==> config.mk <==
export PLATFORM = sky130hd
export DESIGN_NAME = egress_drain_arbiter
export DESIGN_NICKNAME = d
export VERILOG_FILES = /design/src/rtl/egress_drain_arbiter_pkg.sv /design/src/rtl/egress_skid_fifo.sv /design/src/rtl/egress_drain_arbiter.sv
export SDC_FILE = /design/constraint.sdc
export NUM_CORES = 1
export LEC_CHECK = 0
export CAP_MARGIN = 20
export CELL_PAD_IN_SITES_DETAIL_PLACEMENT = 1
export CELL_PAD_IN_SITES_GLOBAL_PLACEMENT = 1
export CORE_MARGIN = 2
export CORE_UTILIZATION = 30
export DETAILED_ROUTE_END_ITERATION = 10
export PLACE_DENSITY = 0.61
export SLEW_MARGIN = 40
export SYNTH_ARGS = -nofsm -noshare
export SYNTH_HDL_FRONTEND = slang
export SYNTH_SLANG_ARGS = --single-unit
==> constraint.sdc <==
create_clock -name clk -period 9.83 [get_ports clk]
set_clock_uncertainty 0.1 [all_clocks]
set_input_delay 2.949 -clock clk [delete_from_list [all_inputs] [get_ports clk]]
set_output_delay 2.949 -clock clk [all_outputs]
set_load 0.03 [all_outputs]
==> src/rtl/egress_drain_arbiter_pkg.sv <==
// ----------------------------------------------------------------------------
// egress_drain_arbiter_pkg
//   Shared definitions for the egress drain arbiter:
//   - state_t      : FSM encoding (IDLE / ACTIVE / FLUSH)
//   - DATA_W_DEFAULT : default FIFO word width
//   - SRC_D0/SRC_D1  : source tag values carried with every buffered word
//   - rr_pick()      : round-robin choice when both sources are eligible
// ----------------------------------------------------------------------------
package egress_drain_arbiter_pkg;

    typedef enum logic [1:0] {
        ST_IDLE   = 2'd0,
        ST_ACTIVE = 2'd1,
        ST_FLUSH  = 2'd2
    } state_t;

    localparam int DATA_W_DEFAULT = 6;

    localparam logic SRC_D0 = 1'b0;
    localparam logic SRC_D1 = 1'b1;

    // Both sources eligible: grant the one that did not win last time.
    function automatic logic rr_pick(input logic last_grant);
        return (last_grant == SRC_D1) ? SRC_D0 : SRC_D1;
    endfunction

endpackage

==> src/rtl/egress_skid_fifo.sv <==
// ----------------------------------------------------------------------------
// egress_skid_fifo
//   Small synchronous FIFO holding tagged words ({src, data}) between the
//   pop-latency register and the output handshake.
// Ports:
//   clk, reset   clock, asynchronous active-low reset (clears pointers/count)
//   push, din    write a word (caller never pushes when full unless popping)
//   pop          remove the head word (caller never pops when empty)
//   dout         head word, valid while !empty
//   count        number of stored words (0..DEPTH)
//   empty, full  status flags
// ----------------------------------------------------------------------------
module egress_skid_fifo #(
    parameter int WIDTH = 7,
    parameter int DEPTH = 2
) (
    input  logic                       clk,
    input  logic                       reset,
    input  logic                       push,
    input  logic                       pop,
    input  logic [WIDTH-1:0]           din,
    output logic [WIDTH-1:0]           dout,
    output logic [$clog2(DEPTH):0]     count,
    output logic                       empty,
    output logic                       full
);

    localparam int AW = $clog2(DEPTH);

    logic [WIDTH-1:0] mem [DEPTH];
    logic [AW-1:0]    wr_ptr;
    logic [AW-1:0]    rd_ptr;

    assign dout  = mem[rd_ptr];
    assign empty = (count == '0);
    assign full  = (count == (AW+1)'(DEPTH));

    // Storage carries no reset; only pointers and count define contents.
    always_ff @(posedge clk) begin
        if (push) begin
            mem[wr_ptr] <= din;
        end
    end

    // DEPTH is a power of two, so pointers wrap naturally.
    always_ff @(posedge clk or negedge reset) begin
        if (!reset) begin
            wr_ptr <= '0;
            rd_ptr <= '0;
            count  <= '0;
        end else begin
            if (push) begin
                wr_ptr <= wr_ptr + AW'(1);
            end
            if (pop) begin
                rd_ptr <= rd_ptr + AW'(1);
            end
            case ({push, pop})
                2'b10:   count <= count + (AW+1)'(1);
                2'b01:   count <= count - (AW+1)'(1);
                default: count <= count;
            endcase
        end
    end

endmodule

==> src/rtl/egress_drain_arbiter.sv <==
// ----------------------------------------------------------------------------
// egress_drain_arbiter
//   Pops destination FIFOs D0 and D1 with round-robin arbitration and merges
//   their words into one tagged valid/ready stream.
// Ports:
//   clk, reset                  clock, asynchronous active-low reset
//   enable                      allow pops (ACTIVE state)
//   flush_req                   pulse: drain D0/D1 completely, ignoring almost_empty
//   data_out0/1                 FIFO read data, valid the cycle after pop
//   almost_empty_d0/1, empty_d0/1  FIFO status
//   pop_D0/pop_D1               pop strobes (combinational, same cycle as decision)
//   out_data, out_src, out_valid, out_ready  merged output stream
//   cnt_d0/cnt_d1               words delivered per source (wrap)
//   idle_out                    IDLE, buffer empty, nothing in flight
//   flush_done                  pulse on FLUSH -> IDLE
// ----------------------------------------------------------------------------
module egress_drain_arbiter
    import egress_drain_arbiter_pkg::*;
#(
    parameter int DATA_W    = DATA_W_DEFAULT,
    parameter int BUF_DEPTH = 2,
    parameter int CNT_W     = 8
) (
    input  logic              clk,
    input  logic              reset,
    input  logic              enable,
    input  logic              flush_req,
    input  logic [DATA_W-1:0] data_out0,
    input  logic [DATA_W-1:0] data_out1,
    input  logic              almost_empty_d0,
    input  logic              almost_empty_d1,
    input  logic              empty_d0,
    input  logic              empty_d1,
    output logic              pop_D0,
    output logic              pop_D1,
    output logic [DATA_W-1:0] out_data,
    output logic              out_src,
    output logic              out_valid,
    input  logic              out_ready,
    output logic [CNT_W-1:0]  cnt_d0,
    output logic [CNT_W-1:0]  cnt_d1,
    output logic              idle_out,
    output logic              flush_done
);

    localparam int CW = $clog2(BUF_DEPTH) + 1;

    state_t            state_q;
    state_t            state_d;
    logic              last_grant_q;
    logic              infl_vld_q;
    logic              infl_src_q;
    logic [CNT_W-1:0]  cnt_d0_q;
    logic [CNT_W-1:0]  cnt_d1_q;

    logic              buf_push;
    logic              buf_pop;
    logic [DATA_W:0]   buf_din;
    logic [DATA_W:0]   buf_dout;
    logic [CW-1:0]     buf_count;
    logic              buf_empty;
    logic              buf_full;

    logic              handshake;
    logic [CW:0]       occupancy;
    logic              space;
    logic              elig0;
    logic              elig1;
    logic              grant_any;
    logic              grant_src;

    // ------------------------------------------------------------------
    // Output buffer
    // ------------------------------------------------------------------
    egress_skid_fifo #(
        .WIDTH (DATA_W + 1),
        .DEPTH (BUF_DEPTH)
    ) u_buf (
        .clk   (clk),
        .reset (reset),
        .push  (buf_push),
        .pop   (buf_pop),
        .din   (buf_din),
        .dout  (buf_dout),
        .count (buf_count),
        .empty (buf_empty),
        .full  (buf_full)
    );

    assign handshake = !buf_empty && out_ready;
    assign buf_pop   = handshake;

    // The word popped last cycle is on data_outX now; capture it with its tag.
    // The space check at pop time guarantees room, the full guard is a backstop.
    assign buf_din  = {infl_src_q, (infl_src_q == SRC_D1) ? data_out1 : data_out0};
    assign buf_push = infl_vld_q && (!buf_full || handshake);

    assign out_valid = !buf_empty;
    assign out_data  = out_valid ? buf_dout[DATA_W-1:0] : '0;
    assign out_src   = out_valid && buf_dout[DATA_W];

    assign cnt_d0   = cnt_d0_q;
    assign cnt_d1   = cnt_d1_q;
    assign idle_out = (state_q == ST_IDLE) && buf_empty && !infl_vld_q;

    // ------------------------------------------------------------------
    // Arbitration
    // ------------------------------------------------------------------
    always_comb begin
        // Words that will occupy the buffer once the in-flight word lands and
        // this cycle's output handshake retires the head. A new pop is only
        // allowed if its word is guaranteed a slot.
        occupancy = {1'b0, buf_count} + (CW+1)'(infl_vld_q) - (CW+1)'(handshake);
        space     = (occupancy < (CW+1)'(BUF_DEPTH));

        elig0 = 1'b0;
        elig1 = 1'b0;
        case (state_q)
            ST_ACTIVE: begin
                elig0 = enable && !almost_empty_d0;
                elig1 = enable && !almost_empty_d1;
            end
            ST_FLUSH: begin
                elig0 = !empty_d0;
                elig1 = !empty_d1;
            end
            default: begin
                elig0 = 1'b0;
                elig1 = 1'b0;
            end
        endcase

        grant_any = space && (elig0 || elig1);
        if (elig0 && elig1) begin
            grant_src = rr_pick(last_grant_q);
        end else begin
            grant_src = elig1 ? SRC_D1 : SRC_D0;
        end
    end

    assign pop_D0 = grant_any && (grant_src == SRC_D0);
    assign pop_D1 = grant_any && (grant_src == SRC_D1);

    // ------------------------------------------------------------------
    // FSM next state
    // ------------------------------------------------------------------
    always_comb begin
        state_d    = state_q;
        flush_done = 1'b0;
        case (state_q)
            ST_IDLE: begin
                if (flush_req) begin
                    state_d = ST_FLUSH;
                end else if (enable) begin
                    state_d = ST_ACTIVE;
                end
            end
            ST_ACTIVE: begin
                if (flush_req) begin
                    state_d = ST_FLUSH;
                end else if (!enable) begin
                    state_d = ST_IDLE;
                end
            end
            ST_FLUSH: begin
                if (empty_d0 && empty_d1 && !infl_vld_q && buf_empty) begin
                    state_d    = ST_IDLE;
                    flush_done = 1'b1;
                end
            end
            default: begin
                state_d = ST_IDLE;
            end
        endcase
    end

    // ------------------------------------------------------------------
    // State, grant history, in-flight tracking, delivery counters
    // ------------------------------------------------------------------
    always_ff @(posedge clk or negedge reset) begin
        if (!reset) begin
            state_q      <= ST_IDLE;
            last_grant_q <= SRC_D1;
            infl_vld_q   <= 1'b0;
            infl_src_q   <= SRC_D0;
            cnt_d0_q     <= '0;
            cnt_d1_q     <= '0;
        end else begin
            state_q    <= state_d;
            infl_vld_q <= grant_any;
            if (grant_any) begin
                infl_src_q   <= grant_src;
                last_grant_q <= grant_src;
            end
            if (handshake) begin
                if (buf_dout[DATA_W] == SRC_D1) begin
                    cnt_d1_q <= cnt_d1_q + CNT_W'(1);
                end else begin
                    cnt_d0_q <= cnt_d0_q + CNT_W'(1);
                end
            end
        end
    end

endmodule

# Yosys cells after proc, flatten, opt, wreduce, memory -nomap -nowiden
# Memories as Yosys holds them, arrays and structs flattened.
# Index checks and enable logic that the tools add are counted.
[totals] register_bits=25 input_bits=21 output_inout_bits=28 ram_bits=14 n_memories=1
[mem_list] name="u_buf.mem" words=2 word_bits=7 rd=1 rd_clocked_by_memory_dff=0 wr=1 line_no="egress_skid_fifo.sv:30" text="logic [WIDTH-1:0] mem [DEPTH];"
[op_classes] reduce_logical=29 mux=18 n_addsub=8 order_cmp=1 bitwise_logic=2 n_eq_ne=8
[op_table] operator="$add 8x1->8 const B" n=2
[op_table] operator="$logic_and 1x1->1" n=14
[op_table] operator="$mux 6" n=2
[op_table] operator="$mux 2" n=5
[op_table] operator="$logic_not 1->1" n=7
[op_table] operator="$mux 1" n=7
[op_table] operator="$eq 2x2->1 const B" n=3
[op_table] operator="$ne 3x3->1 const B" n=2
[op_table] operator="$pmux 2 s3" n=1
[op_table] operator="$eq 2x1->1 const B" n=2
[op_table] operator="$logic_not 2->1" n=2
[op_table] operator="$pmux 1 s2" n=2
[op_table] operator="$pmux 2 s2" n=1
[op_table] operator="$reduce_and 2->1" n=2
[op_table] operator="$add 2x1->3" n=1
[op_table] operator="$lt 3x2->1 const B" n=1
[op_table] operator="$reduce_and 3->1" n=1
[op_table] operator="$sub 3x1->3" n=1
[op_table] operator="$add 1x1->1 const B" n=2
[op_table] operator="$add 2x1->2 const B" n=1
[op_table] operator="$logic_or 1x1->1" n=2
[op_table] operator="$ne 2x2->1 const B" n=1
[op_table] operator="$not 1->1" n=2
[op_table] operator="$reduce_bool 2->1" n=1
[op_table] operator="$sub 2x1->2 const B" n=1

# Longest topological paths before layout
[depth] depth_word=7 mapped_depth=10 mapped_depth_nobuf=8

# Hierarchy
# From an unflattened synthesis, not the netlist that was laid out.
[unflattened] cells_unflattened=168 hier_area_um2=2049.5
[by_module_without_submodules] mod="egress_drain_arbiter" n_inst=1 seq_area_each_um2=526.8 cells_each=130 area_each_um2=1358.8
[by_module_without_submodules] mod="egress_skid_fifo" n_inst=1 seq_area_each_um2=520.5 cells_each=38 area_each_um2=690.7

# Least setup slack after synthesis
# OpenSTA, ideal clock, no wires.
[synth_path] path_type="input-to-output" startpoint="in out_ready" endpoint="out pop_D1" cell_stages=9 t_required_ns=6.781 t_arrival_ns=5.021 path_buffers=1 slack_ns=1.760 cell_sequence="o21ai_1 > buf_2 > inv_2 > ha_1 > nand2b_1 > fa_1 > xnor2_1 > o2111ai_1 > a21oi_1"
[synth_between] elab_chain_cells=5
[synth_rtl] item="start, declared" line_no="egress_drain_arbiter.sv:39" text="input logic out_ready,"
[synth_rtl] item="$logic_and 1x1->1" line_no="egress_drain_arbiter.sv:90" text="assign handshake = !buf_empty && out_ready;"
[synth_rtl] item="net buf_pop" line_no="egress_drain_arbiter.sv:57" text="logic buf_pop;"
[synth_rtl] item="$sub 3x1->3" line_no="egress_drain_arbiter.sv:113" text="occupancy = {1'b0, buf_count} + (CW+1)'(infl_vld_q) - (CW+1)'(handshake);"
[synth_rtl] item="$lt 3x2->1" line_no="egress_drain_arbiter.sv:114" text="space = (occupancy < (CW+1)'(BUF_DEPTH));"
[synth_rtl] item="$logic_and 1x1->1" line_no="egress_drain_arbiter.sv:133" text="grant_any = space && (elig0 || elig1);"
[synth_rtl] item="$logic_and 1x1->1" line_no="egress_drain_arbiter.sv:142" text="assign pop_D1 = grant_any && (grant_src == SRC_D1);"
[synth_rtl] item="end, declared" line_no="egress_drain_arbiter.sv:35" text="output logic pop_D1,"
# The timed path passes the listed nets, and every way through them passes these cells.

# Worst setup path after layout
# Ends and elaborated chain as after synthesis.

==> results.py <==
metrics = {
    "global_route": {
        "grt_usage": 0.1306,
        "grt_first_pass_wirelength_mm": 7.583,
        "antenna_found_initial": 0,
        "grt_max_degree": 26,
        "grt_pass1_vias": 1594,
        "overflow": 0,
    },
    "timing": {
        "final.setup.tns_ps": 0,
        "slew_viol_final": 0,
        "hold_violations": 0,
        "maxSlewHeadroom": 0.5652,
        "setup_violations": 0,
        "setup_ws_ps": 904.6,
        "post-route-min-period_ps": 8925,
        "finalCritPeriodShare": 0.9080,
        "worstMarginPinSlew_ps": 649.8,
        "fmaxAchievable_mhz": 112.0,
        "grt_setup_unrepaired": "no",
    },
    "clock_tree": {
        "cts_tree": "done",
        "numClockSinks": 39,
        "clockBufferDepth": 2,
        "cts_resized": 0,
        "clk_latency_ps": 290,
        "cts_hold_buf": 0,
        "cts_setup_buffers": 0,
        "cts_root_buffer": "clkbuf_8",
        "path_clk_slew_ps": 70,
        "cts_buffers": 5,
        "h-tree-depth": 2,
    },
    "die": {
        "die_x_um": 86.45,
        "rows": 30,
        "io_pins": 49,
        "start_util": 0.3052,
        "dieHeight_um": 86.45,
        "core_um2": 6681,
        "dieArea_um2": 7474,
    },
    "cells_and_area": {
        "drive_gt1_frac": 0.1057,
        "diodes": 0,
        "final_net_count": 255,
        "post-route-util": 0.4043,
        "syn_to_final_growth_pct": 32.45,
    },
    "critical_path": {
        "cp_data_arrival_time_ps": 5880,
        "critPathRequiredTime_ps": 6780,
        "path_delay_family": "buffers and inverters",
        "r2r-start": "u_buf.count[0]",
        "endpoint_kind": "primary output",
        "max_stage_delay_ps": 690,
        "startpoint": "out_ready",
        "r2r_slack_ps": 7250,
        "path_max_fanout": 12,
        "cp_cell_sequence": "clkdlybuf4s50_1, o21ai_1, buf_4, inv_2, ha_1, nand2b_1, fa_1, xnor2_1, o2111ai_1, a21oi_1, clkdlybuf4s50_1",
        "setup.worst_path.class": "input port to primary output",
        "r2r_cells": 9,
        "crit_buf_inv": 4,
        "crit_top_cell": "clkdlybuf4s50_1",
        "cpMaxStageDelayCell": "clkdlybuf4s50_1",
        "reg2reg_to": "infl_src_q",
        "crit_path_start_kind": "input port",
    },
    "pwr": {
        "pwr_density_cell_nw_per_um2": 292.6,
        "leakage_nw": 1.121,
        "ir_drop_mv": 0.1121,
    },
    "hold_path": {
        "hp-start": "cnt_d1[7]",
        "hold_depth": 1,
        "hp-class": "flop to flop",
        "hold_end": "cnt_d1[7]",
    },
    "route": {
        "routed.top_layer": "met4",
        "ant_nets": 0,
        "routed_wl_mm": 4.517,
        "vias_per_cell": 5.013,
        "drt-met1-wl_mm": 2.105,
        "dr_wl_met3_um": 171,
        "route.detailed.wl_per_inst_um": 14.71,
        "vias": 1539,
        "drc_errors": 0,
        "first_pass_iters": 4,
        "drtIter0Drc": 50,
        "wl_met2_mm": 2.156,
    },
    "logic_synthesis": {
        "synth_warnings": 0,
        "syn_nets": 202,
        "yosysMostFrequentCell": "dfrtp_1",
        "syn_area_um2": 2039,
        "synthTopCellsByCount": "24 x dfrtp_1, 15 x nor2_1, 14 x edfxtp_1, 11 x inv_1",
        "ys_seq_area_frac": 0.5135,
        "ys_async_sr_fraction": 0.6410,
        "synth_edf_count": 14,
        "yosys.area.top_type_share": 0.2945,
        "synthFlopType": "dfrtp_1",
        "synth_cells": 173,
        "synth_cell_types": 48,
        "synth_area_leaders": "dfrtp_1 29%, edfxtp_1 21%, mux2_2 4.4%",
        "synth_top_area_cell": "dfrtp_1",
        "syn_avg_cell_area_um2": 11.79,
        "ys_seq_elements": 39,
    },
    "placed_design": {
        "globalplace.congestion": 0.7749,
        "place_ws_ps": 893.0,
        "dp_hpwl_mm": 3.246,
        "numPortBuffers": 48,
    },
    "outcome": {
        "status": "completed",
    },
    "flow_run": {
        "maxCapViolCount": 0,
    },
}
==> worst max-delay path by stage <==
stage,cells after the start,end,slack [ps]
floorplan,9,pop_D1,1760
global placement,11,pop_D0,960
detailed placement,11,pop_D1,890
CTS,11,pop_D1,870
global route,11,pop_D1,710
finish,11,pop_D1,900
==> per-stage QoR <==
| stage | cell area (um^2) | total power [W] | cells | hold WS (ps) |
|---|---|---|---|---|
| after global routing | 2701 | 0.0008477 | 307 | 393.4 |
| after global placement | 2610 | 0.0006787 | 299 | 355.7 |
| after CTS | 2701 | 0.0008025 | 307 | 376.0 |
| final | 2701 | 0.0007905 | 307 | 369.6 |
| after floorplan | 2039 | 0.0005403 | 173 | 340.2 |
| after detailed placement | 2610 | 0.0006838 | 299 | 365.0 |
==> layer usage <==
metal | vias to the layer above | track usage
li1 | 734 | -
met1 | 765 | 0.1640
met2 | 34 | 0.2161
met3 | 6 | 0.03238
met4 | 0 | 0.05114
met5 | - | 0
==> flip-flops by register name, indices dropped and copies added, names as in the netlist <==
signal and flops:
u_buf.rd_ptr 1, infl_vld_q 1, state_q 2, u_buf.count 2
infl_src_q 1, last_grant_q 1, u_buf.mem 14, cnt_d1 8
cnt_d0 8, u_buf.wr_ptr 1
==> cells by family after synthesis <==
logic type / after synthesis / share of synthesized area
xor+xnor: 20 / 0.08957
compound gates: 15 / 0.06258
fa+ha+maj: 8 / 0.05276
simple gates: 58 / 0.1565
mux: 17 / 0.09080
flops: 39 / 0.5135
buf+inv: 16 / 0.03435
==> final cells by class <==
cell class / instances / area, um^2
fill: 739 / 3980
tap: 80 / 100.1
clock buffer: 7 / 86.33
clock inverter: 1 / 5.005
inverter: 12 / 45.04
sequential: 39 / 1047
multi-input combinational: 118 / 922.1
timing repair buffer: 50 / 495.5
==> power breakdown <==
part           internal (W)  switching [W]  total (W)
combinational      0.000176       0.000209   0.000385
clock             0.0000567      0.0000573   0.000114
sequential         0.000219      0.0000717   0.000291
total              0.000452       0.000338   0.000790
==> placed cells by master, fill, tap and decap left out, drive strengths merged, types with 8 or more instances in the layout <==
cell type      instances
inv                   12
nor2                  15
mux2                   9
mux2i                  8
xnor2                 11
xor2                   9
edfxtp                14
nand3                 10
dfrtp                 24
clkdlybuf4s50         48
No activity file was read; power rests on OpenSTA's default activity.
